===== src/rtl/checkpoint_table.sv =====
// Branch checkpoint table: a circular FIFO of in-flight branches, retiring in order and
// rolling the active-list front back on a mispredict.

`ifndef AL_SIZE
`define AL_SIZE 32
`endif

module checkpoint_table #(
  parameter  int unsigned DEPTH = 4,
  localparam int unsigned AW    = $clog2(`AL_SIZE),
  localparam int unsigned IW    = $clog2(DEPTH)
) (
  input  logic          clk,
  input  logic          rst,
  input  logic          alloc_valid,
  input  logic [AW-1:0] alloc_front,
  output logic          alloc_ready,
  output logic [IW-1:0] alloc_id,
  input  logic          resolve_valid,
  input  logic [IW-1:0] resolve_id,
  input  logic          resolve_mispredict,
  output logic          restore_valid,
  output logic [AW-1:0] restore_front,
  output logic [IW-1:0] restore_id,
  output logic [IW:0]   count
);

  logic [IW-1:0]    r_head;
  logic [IW-1:0]    r_tail;
  logic [IW:0]      r_count;
  logic [DEPTH-1:0] r_live;
  logic [DEPTH-1:0] r_resolved;
  logic [AW-1:0]    r_front [DEPTH];
  logic             r_restore_valid;
  logic [AW-1:0]    r_restore_front;
  logic [IW-1:0]    r_restore_id;

  logic             w_res_live;
  logic             w_mispredict_req;
  logic             w_mispredict;
  logic             w_resolve_ok;
  logic             w_alloc;
  logic             w_retire;
  logic [IW-1:0]    w_k_dist;
  logic [IW-1:0]    w_idx_dist;
  logic [DEPTH-1:0] w_live_d;
  logic [DEPTH-1:0] w_resolved_d;

  assign w_res_live       = r_live[resolve_id];
  assign w_mispredict_req = resolve_valid && resolve_mispredict && w_res_live;
  assign w_mispredict     = w_mispredict_req && !r_restore_valid;
  assign w_resolve_ok     = resolve_valid && !resolve_mispredict && w_res_live && !r_restore_valid;
  assign w_k_dist         = resolve_id - r_head;

  assign alloc_ready = (r_count < (IW+1)'(DEPTH)) && !r_restore_valid && !w_mispredict_req;
  assign w_alloc     = alloc_valid && alloc_ready;

  // A mispredict on the head itself empties the table, so the head must not also advance.
  assign w_retire = r_live[r_head] && r_resolved[r_head] && !(w_mispredict && w_k_dist == '0);

  always_comb begin
    w_live_d     = r_live;
    w_resolved_d = r_resolved;
    w_idx_dist   = '0;
    if (w_retire) w_live_d[r_head] = 1'b0;
    if (w_mispredict) begin
      // Kill k and everything younger: distance from head at or beyond k's distance.
      for (int i = 0; i < DEPTH; i++) begin
        w_idx_dist = IW'(i) - r_head;
        if (w_idx_dist >= w_k_dist) w_live_d[i] = 1'b0;
      end
    end
    if (w_alloc) begin
      w_live_d[r_tail]     = 1'b1;
      w_resolved_d[r_tail] = 1'b0;
    end
    if (w_resolve_ok) w_resolved_d[resolve_id] = 1'b1;
  end

  always_ff @(posedge clk) begin
    if (rst) begin
      r_head          <= '0;
      r_tail          <= '0;
      r_count         <= '0;
      r_live          <= '0;
      r_resolved      <= '0;
      r_restore_valid <= 1'b0;
      r_restore_front <= '0;
      r_restore_id    <= '0;
    end else begin
      r_live          <= w_live_d;
      r_resolved      <= w_resolved_d;
      r_restore_valid <= w_mispredict;
      if (w_retire) r_head <= r_head + 1'b1;
      if (w_mispredict) begin
        r_restore_front <= r_front[resolve_id];
        r_restore_id    <= resolve_id;
        r_tail          <= resolve_id;
        r_count         <= (w_k_dist == '0) ? '0 : {1'b0, w_k_dist} - (IW+1)'(w_retire);
      end else begin
        if (w_alloc) r_tail <= r_tail + 1'b1;
        r_count <= r_count + (IW+1)'(w_alloc) - (IW+1)'(w_retire);
      end
    end
  end

  always_ff @(posedge clk) begin
    if (w_alloc) r_front[r_tail] <= alloc_front;
  end

  assign alloc_id      = r_tail;
  assign count         = r_count;
  assign restore_valid = r_restore_valid;
  assign restore_front = r_restore_front;
  assign restore_id    = r_restore_id;

endmodule

===== config.mk =====
export PLATFORM = sky130hd
export DESIGN_NAME = checkpoint_table
export DESIGN_NICKNAME = d
export VERILOG_FILES = /design/src/rtl/checkpoint_table.sv
export SDC_FILE = /design/constraint.sdc
export NUM_CORES = 1
export LEC_CHECK = 0
export CORE_ASPECT_RATIO = 0.75
export CORE_MARGIN = 2
export CORE_UTILIZATION = 45
export CTS_BUF_LIST = sky130_fd_sc_hd__clkbuf_8
export DETAILED_ROUTE_END_ITERATION = 16
export PLACE_DENSITY = 0.66
export SYNTH_ARGS = -nofsm -noshare
export SYNTH_HDL_FRONTEND = slang
export SYNTH_SLANG_ARGS = --single-unit

===== constraint.sdc =====
create_clock -name clk -period 3.8 [get_ports clk]
set_clock_uncertainty 0.05 [all_clocks]
set_input_delay 0.76 -clock clk [delete_from_list [all_inputs] [get_ports clk]]
set_output_delay 0.76 -clock clk [all_outputs]
set_load 0.005 [all_outputs]

==> results.ini, run 1 <==
[status]
status=finished, final reports clean

[synth]
yosysTopAreaCell=edfxtp_1
synth-seq-cells=43
synth_fa_ha_area_share_pct=11.4
synth_top_flop_cell=dfxtp_1
yosys.area_share.simple_pct=12.9
synth.most_common_cell=nand2_1
yosys_warnings=0
synth_area_leaders=edfxtp_1 (27%), dfxtp_1 (20%), ha_1 (11%)
synth_top_family_by_area=simple AND/OR/NAND/NOR gates
synth_compound_area_share_pct=9.67
syn_nets=228
synthXorXnorAreaFrac_pct=2.56
syn_area_sq_um=2250
synth_cells=196
synth_edf_count=20
synth-seq-area-share_pct=47.1
synthMuxAreaShare_pct=11.1
synth_common_cells=nand2_1 (31), dfxtp_1 (23), edfxtp_1 (20)
postSynthAreaPerCell_sq_um=11.5
synthArstFlopShare_pct=0
synth.top_cell.area_share_pct=26.7
ys_types=37

[sta]
relSlewSlack_pct=67.1
period_share_pct=94.6
setup_tns_ns=0
setup_viol_count_final=0
slew_viol_final=0
setup_slack_ns=0.205
final-hold-violation-count=0
rsz0062_at_grt=no
post-route-min-period_ns=3.60
max_freq_ghz=0.278
worstMarginPinSlew_ns=0.493

[global_route]
grt_pass1_wl_mm=7.26
grt_antenna_before_repair=0
overflow=0
grt_use_total_pct=17.1
grt_pass1_vias=1426
grt_max_degree=15

[critical_path]
path_max_fanout=5
reg2reg_depth=11
arrival_ns=2.79
path_class=in -> out
r2r_setup_slack_ns=1.06
required_ns=2.99
worstSetupStartpoint=resolve_id[0]
end_kind=output port
r2r-end=count[2]
r2r_start=r_head[0]
critPathCapture=alloc_ready
cp-start-kind=input pin

[placement]
gp_congestion=0.832
hpwl_mm=3.23
port_buffers=25
pre_cts_slack_ns=0.0416

[routing]
num_vias=1515
firstDrtPassIters=4
viasPerCell=5.24
ant_nets=0
drc=0
drt-wirelength-per-cell_um=15.3
wl_mm=4.42
drt_iter0_drc=99

[cts]
cts_setup_buffers=0
clk_latency_ns=0.30
cts-root-buf=clkbuf_8
path_clk_slew_ns=0.08
cts_tree=built
h-tree-depth=2
clockBufferDepth=2
clock-sinks=43
cts_resized=0
cts_made_buffers=5
cts_hold_buffers=0

[die]
dieArea_sq_um=5590
initial_core_util_pct=46.5
die_width_um=85.7
io_pins=26
coreArea_sq_um=4840
row_count=22
die_height_um=65.3

[pwr]
totalPowerFinal_mw=1.25
p_leak_nw=1.01
cellPowerDensity_nw_per_um2=462
peakVddDrop_uv=293

[min_path]
min_path_type=reg -> reg
holdCritStartpoint=restore_front[2]

[layout]
area_delta_synth_final_pct=19.6
nFillCells=431
fin_nets=260
layout-drive-gt1-share_pct=13.1
antennaDiodeCount=0

[job]
drv_cap=0

where the power goes:
group	switching, mW	internal (mW)	total (mW)
sequential	0.0412	0.551	0.592
clock	0.156	0.193	0.349
combinational	0.143	0.162	0.305
flip-flops by register name, summed over array words and instances, names as in the netlist:
register,count
alloc_id,2
r_resolved,4
r_head,2
count,3
restore_valid,1
restore_id,2
restore_front,5
r_front,20
r_live,4
kinds of logic (layout without fill, tap and decap cells):
kind of cell	count (synthesis)	after routing
muxes	14	14
adders and majority gates	20	20
buffers and inverters	25	58
AOI/OAI and AO/OA	31	31
xor gates and xnor gates	5	5
DFF	43	43
and+or+nand+nor	58	58
how the worst min path moves through the flow:
stage,to,slack [ns],depth (start not counted)
after CTS,restore_id[1],0.41,2
after global routing,restore_id[1],0.42,2
after floorplan,r_resolved[0],0.40,2
after detailed placement,restore_id[1],0.40,2
after global placement,restore_id[1],0.39,2
final,restore_front[2],0.40,2
through the flow:
step | area, sq um | hold slack (ns) | std cells | utilization [%]
after detailed placement | 2580 | 0.398 | 281 | 53.3
after floorplan | 2250 | 0.397 | 196 | -
final | 2690 | 0.404 | 289 | 55.6
after global placement | 2580 | 0.393 | 281 | 53.3
after global routing | 2690 | 0.418 | 289 | 55.6
after CTS | 2690 | 0.409 | 289 | 55.6
layout make-up:
type                            instances  area [sq um]  area share [%]
Clock buffer                            5          68.8            2.55
Clock inverter                          3          41.3            1.53
Inverter                               17          63.8            2.37
Multi-Input combinational cell        128          1070            39.9
Sequential cell                        43          1060            39.4
Tap cell                               60          75.1            2.79
Timing Repair Buffer                   33           310            11.5
layout by cell type (no fill, tap or decap), types with 2 or more instances in the layout:
master           count
a21oi_1             13
and2_2               5
buf_4                8
clkbuf_8             5
clkdlybuf4s50_1     25
dfxtp_1             23
edfxtp_1            20
ha_1                19
inv_1               18
mux2_2               3
mux2i_1              4
mux4_1               5
mux4_2               2
nand2_1             31
nand3_1              6
nor2_1               6
nor3b_1              4
o21a_1               2
o21ai_0              2
o22ai_1              2
o31ai_1              5
o32ai_1              2
xnor2_1              2
xor2_1               2
layer usage:
| layer | routed length [um] | track usage (%) | share of wire (%) | vias up |
|---|---|---|---|---|
| li1 | - | - | - | 758 |
| met1 | 2340 | 25.4 | 53 | 720 |
| met2 | 1850 | 24.7 | 42 | 35 |
| met3 | 213 | 4.15 | 4.8 | 2 |
| met4 | 16 | 4.76 | 0.36 | 0 |
| met5 | 0 | 0 | 0 | - |
critical path, cell delays in order:
cell             delay [ns]
clkdlybuf4s50_1        0.58
mux4_2                 0.60
a311oi_1               0.30
clkdlybuf4s50_1        0.55
Power figures use the tool's default switching activity.
==> run 2: changes to the inputs <==
Settings changed: PLACE_DENSITY 0.66 to 0.74.
==> run 2 against run 1 <==
Net effect: count of clock-buffer cells in the layout up 1; via count rose by 1.2%; sequential share of layout area down 0.16 points; total power rose by 2.3%; largest cell class unchanged.
==> results.ini, run 2 (same netlist as run 1, synthesis figures left out) <==
[pwr]
peakVddDrop_uv=280  ; was 293 uV
totalPowerFinal_mw=1.27  ; was 1.25 mW
p_leak_nw=1.01  ; about the same
cellPowerDensity_nw_per_um2=471  ; was 462 nW/um^2

[sta]
rsz0062_at_grt=no  ; unchanged
period_share_pct=94.7  ; was 94.6%
relSlewSlack_pct=67.6  ; was 67.1%
slew_viol_final=0  ; unchanged
setup_viol_count_final=0  ; unchanged
worstMarginPinSlew_ns=0.485  ; was 0.493 ns
final-hold-violation-count=0  ; unchanged
max_freq_ghz=0.278  ; about the same
post-route-min-period_ns=3.60  ; about the same

[critical_path]
reg2reg_depth=11  ; unchanged
required_ns=2.99  ; about the same
cp_slowest_cell=mux4_2  ; unchanged
cp_cell_sequence=clkdlybuf4s50_1 > mux4_2 > a311oi_1 > clkdlybuf4s50_1  ; unchanged
path_max_fanout=5  ; unchanged
path_class=in -> out  ; unchanged
worst_path_largest_cell_delay_ns=0.61  ; was 0.60 ns
r2r_start=r_head[0]  ; unchanged
cp-start-kind=input pin  ; unchanged
end_kind=output port  ; unchanged
worstSetupStartpoint=resolve_id[0]  ; unchanged
crit_top_cell=clkdlybuf4s50_1  ; unchanged
arrival_ns=2.79  ; about the same

[cts]
h-tree-depth=2  ; unchanged
cts_hold_buffers=0  ; unchanged
clock-sinks=43  ; unchanged
cts_tree=built  ; unchanged
cts_resized=0  ; unchanged
clockBufferDepth=2  ; unchanged
clk_latency_ns=0.30  ; about the same
path_clk_slew_ns=0.08  ; about the same
cts-root-buf=clkbuf_8  ; unchanged
cts_made_buffers=5  ; unchanged
cts_setup_buffers=0  ; unchanged

[layout]
largest_reg_flops=20  ; unchanged
layout-drive-gt1-share_pct=13.5  ; was 13.1%
area_delta_synth_final_pct=20.1  ; was 19.6%
fin_cells=289  ; unchanged
layout_commonest_cell=nand2_1  ; unchanged
fin_nets=260  ; unchanged
antennaDiodeCount=0  ; unchanged
largest_register=r_front  ; unchanged
nFillCells=421  ; was 431
final_cell_mix=nand2_1 (31), clkdlybuf4s50_1 (25), dfxtp_1 (23)  ; unchanged

[placement]
hpwl_mm=3.28  ; was 3.23 mm
port_buffers=25  ; unchanged
gp_congestion=0.802  ; was 0.832
dp_cells=281  ; unchanged

[global_route]
grt_use_total_pct=17.0  ; was 17.1%
grt_antenna_before_repair=0  ; unchanged
grt_pass1_wl_mm=7.28  ; was 7.26 mm
grt_pass1_vias=1516  ; was 1426
grt_max_degree=15  ; unchanged
overflow=0  ; unchanged

[die]
coreArea_sq_um=4840  ; unchanged
io_pins=26  ; unchanged
row_count=22  ; unchanged
initial_core_util_pct=46.5  ; unchanged
die_height_um=65.3  ; unchanged
dieArea_sq_um=5590  ; unchanged
die_width_um=85.7  ; unchanged

[routing]
ant_nets=0  ; unchanged
wl_mm=4.34  ; was 4.42 mm
firstDrtPassIters=4  ; unchanged
drc=0  ; unchanged
num_vias=1533  ; was 1515
drt-wirelength-per-cell_um=15.0  ; was 15.3 um
drt_iter0_drc=104  ; was 99
viasPerCell=5.30  ; was 5.24

[min_path]
min_path_type=reg -> reg  ; unchanged
whs_path_depth=2  ; unchanged
holdCritStartpoint=restore_front[2]  ; unchanged

[job]
drv_cap=0  ; unchanged

[status]
status=finished, final reports clean  ; unchanged

==> run 2: changes by cell type in the layout (fill, tap and decap cells not counted), sizes merged <==
cell | before | now
clkinvlp | 1 | 0
clkbuf | 5 | 6
==> run 2: final cells by class <==
type | instances | area, sq um | share of cell area, %
multi-input combinational | 128 | 1070 | 39.7
sequential | 43 | 1060 | 39.2
timing repair buffer | 33 | 310 | 11.5
clock buffer | 6 | 82.6 | 3.05
tap | 60 | 75.1 | 2.78
inverter | 17 | 63.8 | 2.36
clock inverter | 2 | 38.8 | 1.43
==> run 2: metal layers <==
layer / GRT usage [%] / vias up / wire, um
met4: 5.95 / 0 / 46
met5: 0 / - / 0
met3: 4.15 / 6 / 252
met1: 24.5 / 723 / 2240
met2: 25.1 / 43 / 1800
li1: - / 761 / -
==> run 2: path summary, 6_finish.rpt <==
check,slack (ns),end
max,0.20,alloc_ready
min,0.41,restore_front[2]
max reg2reg,1.06,count[2]
min reg2reg,0.41,restore_front[2]
==> run 2: report_power, final <==
part | leakage [nW] | total (mW) | switching (mW) | internal [mW]
sequential | 0.370 | 0.591 | 0.0398 | 0.551
combinational | 0.582 | 0.305 | 0.142 | 0.163
clock | 0.0618 | 0.379 | 0.162 | 0.216
==> run 2: worst max-delay path, delay by kind of cell <==
kind / cells / cell delay [ns]
compound gates: 1 / 0.28
buf+inv: 2 / 1.13
mux: 1 / 0.61
==> run 2: per-stage QoR <==
step	utilization [%]	cell area, sq um	hold WS (ns)	setup WS (ns)	setup TNS (ns)
3_3_place_gp	53.3	2580	0.395	0.0929	0
3_5_place_dp	53.3	2580	0.401	-0.00615	-0.00615
6_report	55.8	2710	0.411	0.203	0
5_1_grt	55.8	2710	0.437	0.0835	0
2_1_floorplan	-	2250	0.397	0.503	0
4_1_cts	55.8	2710	0.412	0.195	0
